`config.mk`:
```
export PLATFORM = sky130hd
export DESIGN_NAME = timer_counter_flat
export DESIGN_NICKNAME = d
export VERILOG_FILES = /design/src/rtl/timer_pkg.sv /design/src/rtl/timer_counter_if.sv /design/src/rtl/timer_cnt_reg.sv /design/src/rtl/timer_counter.sv /design/src/flat_wrapper.sv
export SDC_FILE = /design/constraint.sdc
export NUM_CORES = 1
export LEC_CHECK = 0
export CELL_PAD_IN_SITES_DETAIL_PLACEMENT = 1
export CELL_PAD_IN_SITES_GLOBAL_PLACEMENT = 1
export CORE_MARGIN = 2
export CORE_UTILIZATION = 37
export DETAILED_ROUTE_END_ITERATION = 12
export PLACE_DENSITY = 0.81
export SLEW_MARGIN = 10
export SYNTH_ARGS = -nofsm -noshare
export SYNTH_HDL_FRONTEND = slang
export SYNTH_HIERARCHICAL = 1
export SYNTH_SLANG_ARGS = --single-unit
```
`constraint.sdc`:
```
create_clock -name clk -period 3.22 [get_ports clk]
set_input_delay 0.644 -clock clk [delete_from_list [all_inputs] [get_ports clk]]
set_output_delay 0.644 -clock clk [all_outputs]
set_load 0.005 [all_outputs]
```
`src/rtl/timer_pkg.sv`:
```
// Shared timer constants and counter-operation encoding.
// Used by the register file, timer control and counter stage.
package timer_pkg;

  localparam int CNT_W = 64;
  localparam int DATA_W = 32;
  localparam logic [CNT_W-1:0] CMP_RST = {CNT_W{1'b1}};

  typedef enum logic [1:0] {
    CNT_HOLD,
    CNT_CLR,
    CNT_LOAD,
    CNT_INC
  } cnt_op_e;

endpackage

```
`src/rtl/timer_counter_if.sv`:
```
// Register-file bus between timer registers and counter stage.
// master = register file, slave = counter/compare stage.
interface timer_counter_if #(
  parameter int CNT_W = 64,
  parameter int DATA_W = 32
);

  logic              wr_cnt_lo;
  logic              wr_cnt_hi;
  logic              wr_cmp_lo;
  logic              wr_cmp_hi;
  logic [DATA_W-1:0] wdata;
  logic              int_en;
  logic              int_clr;
  logic              ovf_clr;
  logic [CNT_W-1:0]  cnt_val;
  logic [CNT_W-1:0]  cmp_val;
  logic              int_st;
  logic              ovf_st;

  modport master (
    output wr_cnt_lo, wr_cnt_hi,
    output wr_cmp_lo, wr_cmp_hi,
    output wdata, int_en,
    output int_clr, ovf_clr,
    input  cnt_val, cmp_val,
    input  int_st, ovf_st
  );

  modport slave (
    input  wr_cnt_lo, wr_cnt_hi,
    input  wr_cmp_lo, wr_cmp_hi,
    input  wdata, int_en,
    input  int_clr, ovf_clr,
    output cnt_val, cmp_val,
    output int_st, ovf_st
  );

endinterface

```
`src/rtl/timer_cnt_reg.sv`:
```
// 64-bit timer count: half-write load, increment,
// enable falling-edge clear and wrap indication.
module timer_cnt_reg
  import timer_pkg::*;
#(
  parameter int CNT_W = timer_pkg::CNT_W,
  parameter int DATA_W = timer_pkg::DATA_W
) (
  input  logic              clk,
  input  logic              rst,
  input  logic              timer_en_i,
  input  logic              cnt_en_i,
  input  logic              wr_lo_i,
  input  logic              wr_hi_i,
  input  logic [DATA_W-1:0] wdata_i,
  output logic [CNT_W-1:0]  cnt_o,
  output logic              wrap_o
);

  logic [CNT_W-1:0] cnt_q;
  logic [CNT_W-1:0] cnt_d;
  logic             en_q;
  logic             fall;
  logic             inc;
  cnt_op_e          op;

  assign fall = en_q & ~timer_en_i;
  assign inc  = timer_en_i & cnt_en_i;

  // Pick the counter operation: edge clear > write > increment.
  always_comb begin
    op = CNT_HOLD;
    priority case (1'b1)
      fall:                op = CNT_CLR;
      (wr_lo_i | wr_hi_i): op = CNT_LOAD;
      inc:                 op = CNT_INC;
      default:             op = CNT_HOLD;
    endcase
  end

  // Next count; wrap flags the all-ones increment so status
  // lands together with the count returning to zero.
  always_comb begin
    cnt_d  = cnt_q;
    wrap_o = 1'b0;
    unique case (op)
      CNT_CLR: cnt_d = '0;
      CNT_LOAD: begin
        if (wr_lo_i) cnt_d[DATA_W-1:0] = wdata_i;
        if (wr_hi_i) cnt_d[CNT_W-1:DATA_W] = wdata_i;
      end
      CNT_INC: begin
        cnt_d  = cnt_q + CNT_W'(1);
        wrap_o = &cnt_q;
      end
      default: cnt_d = cnt_q;
    endcase
  end

  // Count and enable-history registers.
  always_ff @(posedge clk) begin
    if (rst) begin
      cnt_q <= '0;
      en_q  <= 1'b0;
    end else begin
      cnt_q <= cnt_d;
      en_q  <= timer_en_i;
    end
  end

  assign cnt_o = cnt_q;

endmodule

```
`src/rtl/timer_counter.sv`:
```
// Timer counter/compare stage: count, compare register,
// sticky match/wrap status and level interrupt.
module timer_counter
  import timer_pkg::*;
#(
  parameter int CNT_W = timer_pkg::CNT_W,
  parameter int DATA_W = timer_pkg::DATA_W,
  parameter logic [CNT_W-1:0] CMP_RST = timer_pkg::CMP_RST
) (
  input  logic         clk,
  input  logic         rst,
  input  logic         timer_en,
  input  logic         cnt_en,
  timer_counter_if.slave bus,
  output logic         tim_int
);

  logic [CNT_W-1:0] cnt_q;
  logic [CNT_W-1:0] cmp_q;
  logic [CNT_W-1:0] cmp_d;
  logic             int_st_q;
  logic             int_st_d;
  logic             ovf_st_q;
  logic             ovf_st_d;
  logic             wrap;
  logic             match;

  timer_cnt_reg #(
    .CNT_W (CNT_W),
    .DATA_W(DATA_W)
  ) u_cnt (
    .clk       (clk),
    .rst       (rst),
    .timer_en_i(timer_en),
    .cnt_en_i  (cnt_en),
    .wr_lo_i   (bus.wr_cnt_lo),
    .wr_hi_i   (bus.wr_cnt_hi),
    .wdata_i   (bus.wdata),
    .cnt_o     (cnt_q),
    .wrap_o    (wrap)
  );

  assign match = (cnt_q == cmp_q);

  // Compare half-writes and sticky status; set beats clear.
  always_comb begin
    cmp_d = cmp_q;
    if (bus.wr_cmp_lo) cmp_d[DATA_W-1:0] = bus.wdata;
    if (bus.wr_cmp_hi) cmp_d[CNT_W-1:DATA_W] = bus.wdata;
    int_st_d = match | (int_st_q & ~bus.int_clr);
    ovf_st_d = wrap | (ovf_st_q & ~bus.ovf_clr);
  end

  // Compare and status registers.
  always_ff @(posedge clk) begin
    if (rst) begin
      cmp_q    <= CMP_RST;
      int_st_q <= 1'b0;
      ovf_st_q <= 1'b0;
    end else begin
      cmp_q    <= cmp_d;
      int_st_q <= int_st_d;
      ovf_st_q <= ovf_st_d;
    end
  end

  assign bus.cnt_val = cnt_q;
  assign bus.cmp_val = cmp_q;
  assign bus.int_st  = int_st_q;
  assign bus.ovf_st  = ovf_st_q;
  assign tim_int     = int_st_q & bus.int_en;

endmodule

```
`src/flat_wrapper.sv`:
```
// flat-port wrapper written by rule: the top's interface ports become plain ports
module timer_counter_flat import timer_pkg::*;
#(
  parameter int CNT_W = timer_pkg::CNT_W,
  parameter int DATA_W = timer_pkg::DATA_W,
  parameter logic [CNT_W-1:0] CMP_RST = timer_pkg::CMP_RST
)
  (clk, rst, timer_en, cnt_en, tim_int, bus_wr_cnt_lo, bus_wr_cnt_hi, bus_wr_cmp_lo, bus_wr_cmp_hi, bus_wdata, bus_int_en, bus_int_clr, bus_ovf_clr, bus_cnt_val, bus_cmp_val, bus_int_st, bus_ovf_st);
  timer_counter_if #(.CNT_W(CNT_W), .DATA_W(DATA_W)) bus_i ();
  input  logic clk;
  input  logic rst;
  input  logic timer_en;
  input  logic cnt_en;
  output logic tim_int;
  input wire logic [$bits(bus_i.wr_cnt_lo)-1:0] bus_wr_cnt_lo;
  input wire logic [$bits(bus_i.wr_cnt_hi)-1:0] bus_wr_cnt_hi;
  input wire logic [$bits(bus_i.wr_cmp_lo)-1:0] bus_wr_cmp_lo;
  input wire logic [$bits(bus_i.wr_cmp_hi)-1:0] bus_wr_cmp_hi;
  input wire logic [$bits(bus_i.wdata)-1:0] bus_wdata;
  input wire logic [$bits(bus_i.int_en)-1:0] bus_int_en;
  input wire logic [$bits(bus_i.int_clr)-1:0] bus_int_clr;
  input wire logic [$bits(bus_i.ovf_clr)-1:0] bus_ovf_clr;
  output wire logic [$bits(bus_i.cnt_val)-1:0] bus_cnt_val;
  output wire logic [$bits(bus_i.cmp_val)-1:0] bus_cmp_val;
  output wire logic [$bits(bus_i.int_st)-1:0] bus_int_st;
  output wire logic [$bits(bus_i.ovf_st)-1:0] bus_ovf_st;
  assign bus_i.wr_cnt_lo = bus_wr_cnt_lo;
  assign bus_i.wr_cnt_hi = bus_wr_cnt_hi;
  assign bus_i.wr_cmp_lo = bus_wr_cmp_lo;
  assign bus_i.wr_cmp_hi = bus_wr_cmp_hi;
  assign bus_i.wdata = bus_wdata;
  assign bus_i.int_en = bus_int_en;
  assign bus_i.int_clr = bus_int_clr;
  assign bus_i.ovf_clr = bus_ovf_clr;
  assign bus_cnt_val = bus_i.cnt_val;
  assign bus_cmp_val = bus_i.cmp_val;
  assign bus_int_st = bus_i.int_st;
  assign bus_ovf_st = bus_i.ovf_st;
  timer_counter #(.CNT_W(CNT_W), .DATA_W(DATA_W), .CMP_RST(CMP_RST)) u_core (.clk(clk), .rst(rst), .timer_en(timer_en), .cnt_en(cnt_en), .bus(bus_i), .tim_int(tim_int));
endmodule
```
==> flow_metrics.py, run 1 <==
metrics = {
    "cts": {
        "numCtsBuffers": 17,
        "cts-root-to-sink-buffers": 2,
        "clock_latency_late_sink_ns": 0.43,
        "cts_htree_levels": 4,
        "number_of_sinks_driven_by_the_clock_tree": 131,
        "cts-resized-gates": 0,
        "clkTransAtPathRegs_ns": 0.07,
        "cts_setup_buffers": 0,
        "cts_tree": "yes",
        "cts.hold.buffers_added": 0,
        "cts-root-buf": "sky130_fd_sc_hd__clkbuf_16",
    },
    "route": {
        "drc": 0,
        "routed_wire_length_per_instance_um": 26.08,
        "via_count": 8439,
        "route.antenna.remaining_nets": 0,
        "drt_first_pass_iters": 5,
        "wirelength_mm": 34.84,
        "detail_route.iter0.violations": 1015,
        "detail_route.vias_per_cell": 6.317,
    },
    "sta": {
        "skew_ns": 0.009513,
        "rsz0062_at_grt": "false",
        "setup_total_negative_slack_ns": 0,
        "finalSetupViolations": 0,
        "period_minus_slack_ns": 2.880,
        "final-hold-violation-count": 0,
        "hold_slack_ns": 0.5006,
        "max_freq_mhz": 347.3,
        "max_slew.worst_pin.slew_ns": 1.227,
        "final_max_slew_viol_count": 0,
        "timing.max_slew.rel_slack": 0.1822,
        "final.setup.worst_slack_ns": 0.3404,
        "tcrit_tclk_final": 0.8943,
    },
    "die": {
        "floorplan.initialDensity": 0.3768,
        "die_height_um": 144.8,
        "die_footprint_um2": 20960,
        "core_area_um2": 19460,
        "chipWidth_um": 144.8,
        "i_o_pin_total": 174,
        "rows": 51,
    },
    "synthesis": {
        "postSynthRegisterBits": 131,
        "yosys.area.top_type": "sky130_fd_sc_hd__dfxtp_1",
        "syn-num-nets": 931,
        "postSynthCellCount": 887,
        "edff_count_synth": 0,
        "synth.area.top_cells": "sky130_fd_sc_hd__dfxtp_1, sky130_fd_sc_hd__xnor2_1, sky130_fd_sc_hd__a211o_1",
        "synthDominantCellAreaShare": 0.3576,
        "dominantRegCellSynth": "sky130_fd_sc_hd__dfxtp_1",
        "mappedNetlistArea_um2": 7333,
        "proportion_of_register_bits_with_asynchronous_set_or_reset_after_synthesis": 0,
        "post_synth_num_cell_types": 57,
        "yosysWarnings": 6,
        "ys_seq_area_frac": 0.3576,
        "syn_area_per_cell_um2": 8.268,
    },
    "outcome": {
        "status": "finished clean",
    },
    "finish": {
        "num-nets-final": 1103,
        "syn_to_final_growth_pct": 38.19,
        "postLayoutCoreUtil": 0.5207,
        "multi_input_area_um2": 4441,
        "antennaDiodeCount": 0,
        "ff_latch_area_um2": 2623,
        "n_fill_cell": 2277,
        "most-common-layout-cells": "sky130_fd_sc_hd__clkdlybuf4s50_1, sky130_fd_sc_hd__dfxtp_1, sky130_fd_sc_hd__xnor2_1",
        "most_frequent_standard_cell_in_the_layout_excluding_fill_and_tap_cells": "sky130_fd_sc_hd__clkdlybuf4s50_1",
        "drive_gt1_frac": 0.08403,
    },
    "placed_design": {
        "gp_congestion": 0.9483,
        "preCtsSetupSlack_ns": 0.2398,
        "detailed_place_hpwl_mm": 24.72,
        "port-buffer-count": 173,
    },
    "setup_path": {
        "criticalPathCategory": "reg2reg",
        "worst-endpoint-required_ns": 3.51,
        "ff2ff_path_depth": 7,
        "arrival_ns": 3.17,
        "type_of_element_capturing_the_critical_path": "flop",
        "critical_path.max_fanout": 9,
        "worstSetupStartpointType": "flop",
    },
    "power": {
        "worst_ir_drop_vdd_uv": 397.4,
        "p_total_mw": 4.936,
        "power_density_nw_per_um2": 487.1,
        "leakagePower_nw": 3.482,
    },
    "grt": {
        "global_route_wire_length_before_repair_mm": 50.26,
        "grt_util_all_layers": 0.3287,
        "antenna_found_initial": 0,
        "first_global_vias": 8045,
        "grt_max_degree": 130,
        "grt_overflow_total": 0,
    },
    "worst_hold_path": {
        "timing.hold.worst_path_depth": 2,
        "worst_hold_path_type": "reg2reg",
    },
    "flow_run": {
        "max-cap-violations": 0,
    },
}
## power breakdown
group	internal (mW)	leakage [nW]	total [mW]	switching, mW
clock network	1.30	0.305	2.11	0.808
logic	0.461	2.09	0.908	0.446
registers	1.73	1.09	1.92	0.186
total	3.50	3.48	4.94	1.44
## path summary, 6_finish.rpt
kind / endpoint / from / slack (ns)
min reg2reg: u_core/bus.int_st / u_core/bus.int_st / 0.50
max: u_core/u_cnt/cnt_o[46] / u_core/u_cnt/cnt_o[0] / 0.34
max reg2reg: u_core/u_cnt/cnt_o[46] / u_core/u_cnt/cnt_o[0] / 0.34
min: u_core/bus.int_st / u_core/bus.int_st / 0.50
## registers in the layout, summed over array words and instances (netlist names)
name / cells
u_core/u_cnt/cnt_o: 64
u_core/u_cnt/en_q: 1
u_core/bus.cmp_val: 64
u_core/bus.ovf_st: 1
u_core/bus.int_st: 1
## kinds of logic (layout without fill, tap and decap cells)
| kind of cell | count (synthesis) | in the layout | share of synthesized area |
|---|---|---|---|
| xor+xnor | 71 | 71 | 0.08480 |
| compound gates | 267 | 267 | 0.2573 |
| simple gates | 345 | 345 | 0.2564 |
| buf+inv | 70 | 254 | 0.03924 |
| fa+ha+maj | 1 | 1 | 0.001706 |
| mux | 2 | 2 | 0.002900 |
| flops | 131 | 131 | 0.3576 |
## layer usage
| layer | global-route usage | up-vias | wire (µm) |
|---|---|---|---|
| met3 | 0.07404 | 82 | 3595 |
| met1 | 0.4507 | 4163 | 14790 |
| met4 | 0.1451 | 0 | 1280 |
| met2 | 0.4933 | 491 | 15170 |
| met5 | 0 | - | 0 |
| li1 | - | 3703 | - |
## synth_stat cells, types with 21 or more instances
master,count
sky130_fd_sc_hd__nor2_1,42
sky130_fd_sc_hd__nand3_1,34
sky130_fd_sc_hd__nor2b_1,66
sky130_fd_sc_hd__o21ai_0,49
sky130_fd_sc_hd__nand4_1,46
sky130_fd_sc_hd__nor3_1,29
sky130_fd_sc_hd__a211o_1,65
sky130_fd_sc_hd__clkbuf_1,39
sky130_fd_sc_hd__nor4_1,21
sky130_fd_sc_hd__xnor2_1,69
sky130_fd_sc_hd__a32oi_1,22
sky130_fd_sc_hd__dfxtp_1,131
sky130_fd_sc_hd__a21oi_1,49
sky130_fd_sc_hd__nand2_1,66
## critical path, cell delays in order, from the launching register on
cell	delay, ns
sky130_fd_sc_hd__dfxtp_1	0.50
sky130_fd_sc_hd__ha_1	0.32
sky130_fd_sc_hd__nand4_2	0.26
sky130_fd_sc_hd__nor4_2	0.58
sky130_fd_sc_hd__nand4_2	0.46
sky130_fd_sc_hd__o31a_1	0.37
sky130_fd_sc_hd__o21ai_0	0.15
sky130_fd_sc_hd__a31oi_1	0.09
## cell type report
cell class | count | area share
Clock buffer | 17 | 0.04198
Clock inverter | 14 | 0.02000
Inverter | 9 | 0.003334
Multi-Input combinational cell | 686 | 0.4382
Sequential cell | 131 | 0.2588
Tap cell | 265 | 0.03272
Timing Repair Buffer | 214 | 0.2050
## metrics by stage
step	instances	cell area, µm²
final	1336	10130
after global routing	1336	10130
after CTS	1336	10130
after detailed placement	1305	9505
after global placement	1305	9505
after floorplan	887	7333
Power figures use the tool's default switching activity.
==> run 2, diff against run 1 <==
--- a/config.mk
+++ b/config.mk
@@ -8,9 +8,10 @@
 export CELL_PAD_IN_SITES_DETAIL_PLACEMENT = 1
 export CELL_PAD_IN_SITES_GLOBAL_PLACEMENT = 1
 export CORE_MARGIN = 2
-export CORE_UTILIZATION = 37
+export CORE_UTILIZATION = 25
 export DETAILED_ROUTE_END_ITERATION = 12
-export PLACE_DENSITY = 0.81
+export PLACE_DENSITY = 0.58
+export REMOVE_ABC_BUFFERS = 1
 export SLEW_MARGIN = 10
 export SYNTH_ARGS = -nofsm -noshare
 export SYNTH_HDL_FRONTEND = slang
==> constraint.sdc (replaced) <==
create_clock -name clk -period 3.55 [get_ports clk]
set_input_delay 0.71 -clock clk [delete_from_list [all_inputs] [get_ports clk]]
set_output_delay 0.71 -clock clk [all_outputs]
set_load 0.005 [all_outputs]
==> run 2 against run 1 <==
Compared with the run above:
- flip-flop and latch count unchanged
- worst hold slack worse by 0.011 ns
- via count down 5.5%
==> flow_metrics.py, run 2 (synthesized netlist as in run 1, its figures left out) <==
metrics = {
    "cts": {
        "cts_htree_levels": 4,
        "number_of_sinks_driven_by_the_clock_tree": 131,
        "cts.hold.buffers_added": 0,
        "clock_latency_late_sink_ns": 0.43,
        "cts_setup_buffers": 0,
        "cts-root-to-sink-buffers": 2,
        "cts-resized-gates": 0,
        "cts_tree": "yes",
        "cts-root-buf": "sky130_fd_sc_hd__clkbuf_16",
        "clkTransAtPathRegs_ns": 0.06,
        "numCtsBuffers": 17,
    },
    "grt": {
        "grt_max_degree": 80,
        "first_global_vias": 7681,
        "grt_util_all_layers": 0.2249,
        "global_route_wire_length_before_repair_mm": 51.81,
        "antenna_found_initial": 0,
        "grt_overflow_total": 0,
    },
    "route": {
        "met1_length_mm": 16.15,
        "met3WireLength_mm": 1.909,
        "via_count": 7975,
        "route.antenna.remaining_nets": 0,
        "dr_wl_met2_mm": 16.30,
        "drt_first_pass_iters": 5,
        "detail_route.vias_per_cell": 5.508,
        "detail_route.iter0.violations": 629,
        "wirelength_mm": 34.88,
        "top_layer": "met4",
        "drc": 0,
        "routed_wire_length_per_instance_um": 24.09,
    },
    "sta": {
        "tcrit_tclk_final": 0.7705,
        "timing.max_slew.rel_slack": 0.3552,
        "period_minus_slack_ns": 2.735,
        "finalSetupViolations": 0,
        "max_freq_mhz": 365.6,
        "rsz0062_at_grt": "false",
        "final-hold-violation-count": 0,
        "final_max_slew_viol_count": 0,
        "final.setup.worst_slack_ns": 0.8149,
        "max_slew.worst_pin.slew_ns": 0.9672,
        "skew_ns": 0.009337,
    },
    "finish": {
        "stdcell_area_um2": 10170,
        "most-common-layout-cells": "sky130_fd_sc_hd__clkdlybuf4s50_1, sky130_fd_sc_hd__dfxtp_1, sky130_fd_sc_hd__xnor2_1",
        "postLayoutCoreUtil": 0.3534,
        "n_fill_cell": 3371,
        "syn_to_final_growth_pct": 38.68,
        "num-nets-final": 1098,
        "drive_gt1_frac": 0.07519,
        "most_frequent_standard_cell_in_the_layout_excluding_fill_and_tap_cells": "sky130_fd_sc_hd__clkdlybuf4s50_1",
        "antennaDiodeCount": 0,
        "fin_cells": 1448,
    },
    "setup_path": {
        "r2r_setup_slack_ns": 0.85,
        "reg2reg_from": "u_core/u_cnt/cnt_o[11]",
        "type_of_element_capturing_the_critical_path": "flop",
        "crit_chain": "clkdlybuf4s50_1 -> buf_4 -> nor2_1 -> o21a_1 -> buf_4 -> nor2_1 -> mux2i_1 -> o22ai_1",
        "critical_path.max_fanout": 24,
        "arrival_ns": 3.02,
        "cell_at_the_slowest_stage_of_the_critical_path": "sky130_fd_sc_hd__o21a_1",
        "worstReg2RegEnd": "u_core/u_cnt/cnt_o[29]",
        "worst-endpoint-required_ns": 3.84,
        "critical_path.max_stage_delay_ns": 0.58,
        "ff2ff_path_depth": 6,
        "criticalPathCategory": "in2reg",
        "worstSetupStartpointType": "input port",
    },
    "die": {
        "die_footprint_um2": 30720,
        "rows": 62,
        "floorplan.initialDensity": 0.2548,
        "i_o_pin_total": 174,
        "core_area_um2": 28780,
        "chipWidth_um": 175.3,
        "die_height_um": 175.3,
    },
    "worst_hold_path": {
        "timing.hold.worst_path_depth": 2,
        "worst_hold_path_type": "reg2reg",
        "min-delay-start": "u_core/bus.ovf_st",
        "timing.hold.worst_endpoint": "u_core/bus.ovf_st",
    },
    "placed_design": {
        "number_of_placed_instances_taps_included": 1419,
        "preCtsSetupSlack_ns": 0.4609,
        "detailed_place_hpwl_mm": 25.46,
        "placed_cell_area_um2": 9610,
        "gp_congestion": 0.8508,
        "port-buffer-count": 173,
    },
    "power": {
        "leakagePower_nw": 3.415,
        "worst_ir_drop_vdd_uv": 248.3,
        "power_density_nw_per_um2": 420.9,
        "p_total_mw": 4.280,
    },
    "flow_run": {
        "max-cap-violations": 0,
    },
    "outcome": {
        "status": "finished clean",
    },
}
## run 2: worst max-delay path by stage
| stage | slack [ns] | to | startpoint |
|---|---|---|---|
| after global placement | 0.55 | u_core/u_cnt/cnt_o[31] | bus_wr_cnt_hi |
| after global routing | 0.69 | u_core/u_cnt/cnt_o[29] | u_core/u_cnt/cnt_o[11] |
| after floorplan | -0.51 | u_core/u_cnt/cnt_o[44] | cnt_en |
| final | 0.81 | u_core/u_cnt/cnt_o[58] | bus_wr_cnt_hi |
| after CTS | 0.84 | u_core/u_cnt/cnt_o[29] | u_core/u_cnt/cnt_o[11] |
| after detailed placement | 0.46 | u_core/u_cnt/cnt_o[50] | bus_wr_cnt_hi |
## run 2: area by class of cell
class / count / area (µm²) / area share
Sequential cell: 131 / 2623 / 0.2579
Inverter: 9 / 33.78 / 0.003322
Clock buffer: 24 / 481.7 / 0.04737
Tap cell: 384 / 480.5 / 0.04724
Clock inverter: 5 / 77.57 / 0.007628
Timing Repair Buffer: 209 / 2027 / 0.1993
Multi-Input combinational cell: 686 / 4447 / 0.4373
## run 2: layer usage
| metal | global-route usage | vias up |
|---|---|---|
| met5 | 0 | - |
| met4 | 0.05417 | 0 |
| met1 | 0.3154 | 3969 |
| met2 | 0.3643 | 288 |
| li1 | - | 3690 |
| met3 | 0.03117 | 28 |
## run 2: stage by stage
step / hold WS [ns] / setup TNS, ns
5_1_grt: 0.5362 / 0
2_1_floorplan: 0.4681 / -2.892
3_5_place_dp: 0.4838 / 0
6_report: 0.4898 / 0
4_1_cts: 0.4976 / 0
3_3_place_gp: 0.4702 / 0
## run 2: worst max-delay path: cells and delay by family
kind / cells / cell delay [ns]
simple gates: 2 / 0.32
buf+inv: 3 / 1.11
mux: 1 / 0.16
compound gates: 2 / 0.69
## run 2: power breakdown
group	internal [mW]	total, mW	switching, mW	leakage [nW]
sequential	1.57	1.73	0.164	1.09
combinational	0.410	0.793	0.383	2.06
clock	1.08	1.75	0.677	0.272
==> patch: new RTL, config.mk and constraints of run 1 <==
Register the input `timer_en` before use. The logic sees it one clock later. The other inputs are not delayed to match.
--- a/src/rtl/timer_counter.sv
+++ b/src/rtl/timer_counter.sv
@@ -17,2 +17,8 @@
 
+  logic timer_en_q;
+
+  always_ff @(posedge clk) begin
+    timer_en_q <= timer_en;
+  end
+
   logic [CNT_W-1:0] cnt_q;
@@ -33,3 +39,3 @@
     .rst       (rst),
-    .timer_en_i(timer_en),
+    .timer_en_i(timer_en_q),
     .cnt_en_i  (cnt_en),
Behaviour: not the same (a bounded check fails within 4 cycles, from zero or initial values and one cycle with rst high).
==> patch against run 1 <==
Count of clock-buffer cells in the layout up 1; clock skew shrank 0.0021 ns; clock power fell by 7%; synthesized area is 0.27% higher; power decreased by 2.7%; setup slack worse by 0.025 ns; non-clock buffer count decreased by 2; critical path depth unchanged; sequential cell count up 1; synthesized cell count up 0.11%; routed wire length up 1.7%; cell area fell by 0.41%; worst hold slack worse by 0.0034 ns; highest routed layer unchanged.
==> patch: results (changes against run 1) <==
- Share of cell area taken by multi-input logic gates: 0.4400 (+0.001793)
- Clock tree buffer count of the final layout: 18 (+1)
- Headroom to the max-slew limit: 0.2537 (+0.07144)
- Summed instance area of the synthesized netlist: 0.007353 mm² (+0.27%)
- Worst path slowest cell: sky130_fd_sc_hd__dfxtp_1
- Placed standard-cell area: 0.009510 mm² (about the same)
- Dpl cells: 1304 (-0.077%)
- Fraction of final layout cells sized beyond drive strength 1: 0.08310 (-0.0009337)
- Total routing resource utilization after global routing: 0.3272 (-0.001468)
- Average wire length per cell after detail routing: 26.50 µm (+1.6%)
- Largest cells by area after synthesis: sky130_fd_sc_hd__dfxtp_1 (36%), sky130_fd_sc_hd__xnor2_1 (8.2%), sky130_fd_sc_hd__a211o_1 (7.7%), sky130_fd_sc_hd__nor2b_1 (5.6%), sky130_fd_sc_hd__nand4_1 (3.9%)
- Clock buffer and inverter area fraction after layout: 0.05740 (-0.004581)
- Wire length on met3: 3400 µm (-5.4%)
- Minimum setup slack after placement: 0.3653 ns (+0.1255 ns)
- Met3 capacity usage during global routing: 0.07358 (-0.0004526)
- Layout sequential cell count: 132 (+0.76%)
- Status: complete, no violations
- Fraction of area in non-clock buffers: 0.2043 (-0.0006485)
- Most used standard cells in the synthesized netlist: sky130_fd_sc_hd__dfxtp_1 (132), sky130_fd_sc_hd__xnor2_1 (69), sky130_fd_sc_hd__nand2_1 (66), sky130_fd_sc_hd__nor2b_1 (66), sky130_fd_sc_hd__a211o_1 (65)
- Number of global-route vias before repair: 8129 (+1.0%)
- Diode insertion count for antenna repair: 1 (+1)
- Filler Cell Count: 2299 (+0.97%)
- CP max stage delay: 0.62 ns (+0.04 ns)
- Count of vias placed by the detailed router: 8520 (+0.96%)
- Storage element area: 0.002643 mm² (+0.76%)
-- patch: cell types whose count changed in the layout (fill, tap and decap cells not counted) --
cell / change
sky130_fd_sc_hd__inv_6: +4
sky130_fd_sc_hd__bufinv_16: -3
sky130_fd_sc_hd__clkinv_4: -3
sky130_fd_sc_hd__buf_4: -2
sky130_fd_sc_hd__clkbuf_8: +1
sky130_fd_sc_hd__clkinvlp_4: +1
sky130_fd_sc_hd__dfxtp_1: +1
sky130_fd_sc_hd__diode_2: +1
sky130_fd_sc_hd__inv_8: +1
-- patch: final timing paths --
check	from	to	slack, ns	cells after the start
setup / recovery	u_core/u_cnt/cnt_o[0]	u_core/u_cnt/cnt_o[60]	0.32	7
hold / removal	u_core/bus.ovf_st	u_core/bus.ovf_st	0.50	2
setup reg to reg	u_core/u_cnt/cnt_o[0]	u_core/u_cnt/cnt_o[60]	0.32	7
hold reg to reg	u_core/bus.ovf_st	u_core/bus.ovf_st	0.50	2
-- patch: logic make-up (layout without fill, tap and decap cells) --
family,after synthesis,after routing,share of synthesized area
AOI/OAI and AO/OA,267,267,0.2566
other,0,1,0
and+or+nand+nor,345,345,0.2557
muxes,2,2,0.002893
xor gates and xnor gates,71,71,0.08457
adders and majority gates,1,1,0.001701
DFF,132,132,0.3594
buffers and inverters,70,253,0.03914
-- patch: report_power, final --
group / leakage, nW / switching, W / total [W] / internal, W
sequential: 1.09 / 0.000197 / 0.00194 / 0.00174
clock: 0.281 / 0.000858 / 0.00197 / 0.00111
combinational: 2.08 / 0.000439 / 0.000899 / 0.000460
total: 3.46 / 0.00149 / 0.00480 / 0.00331
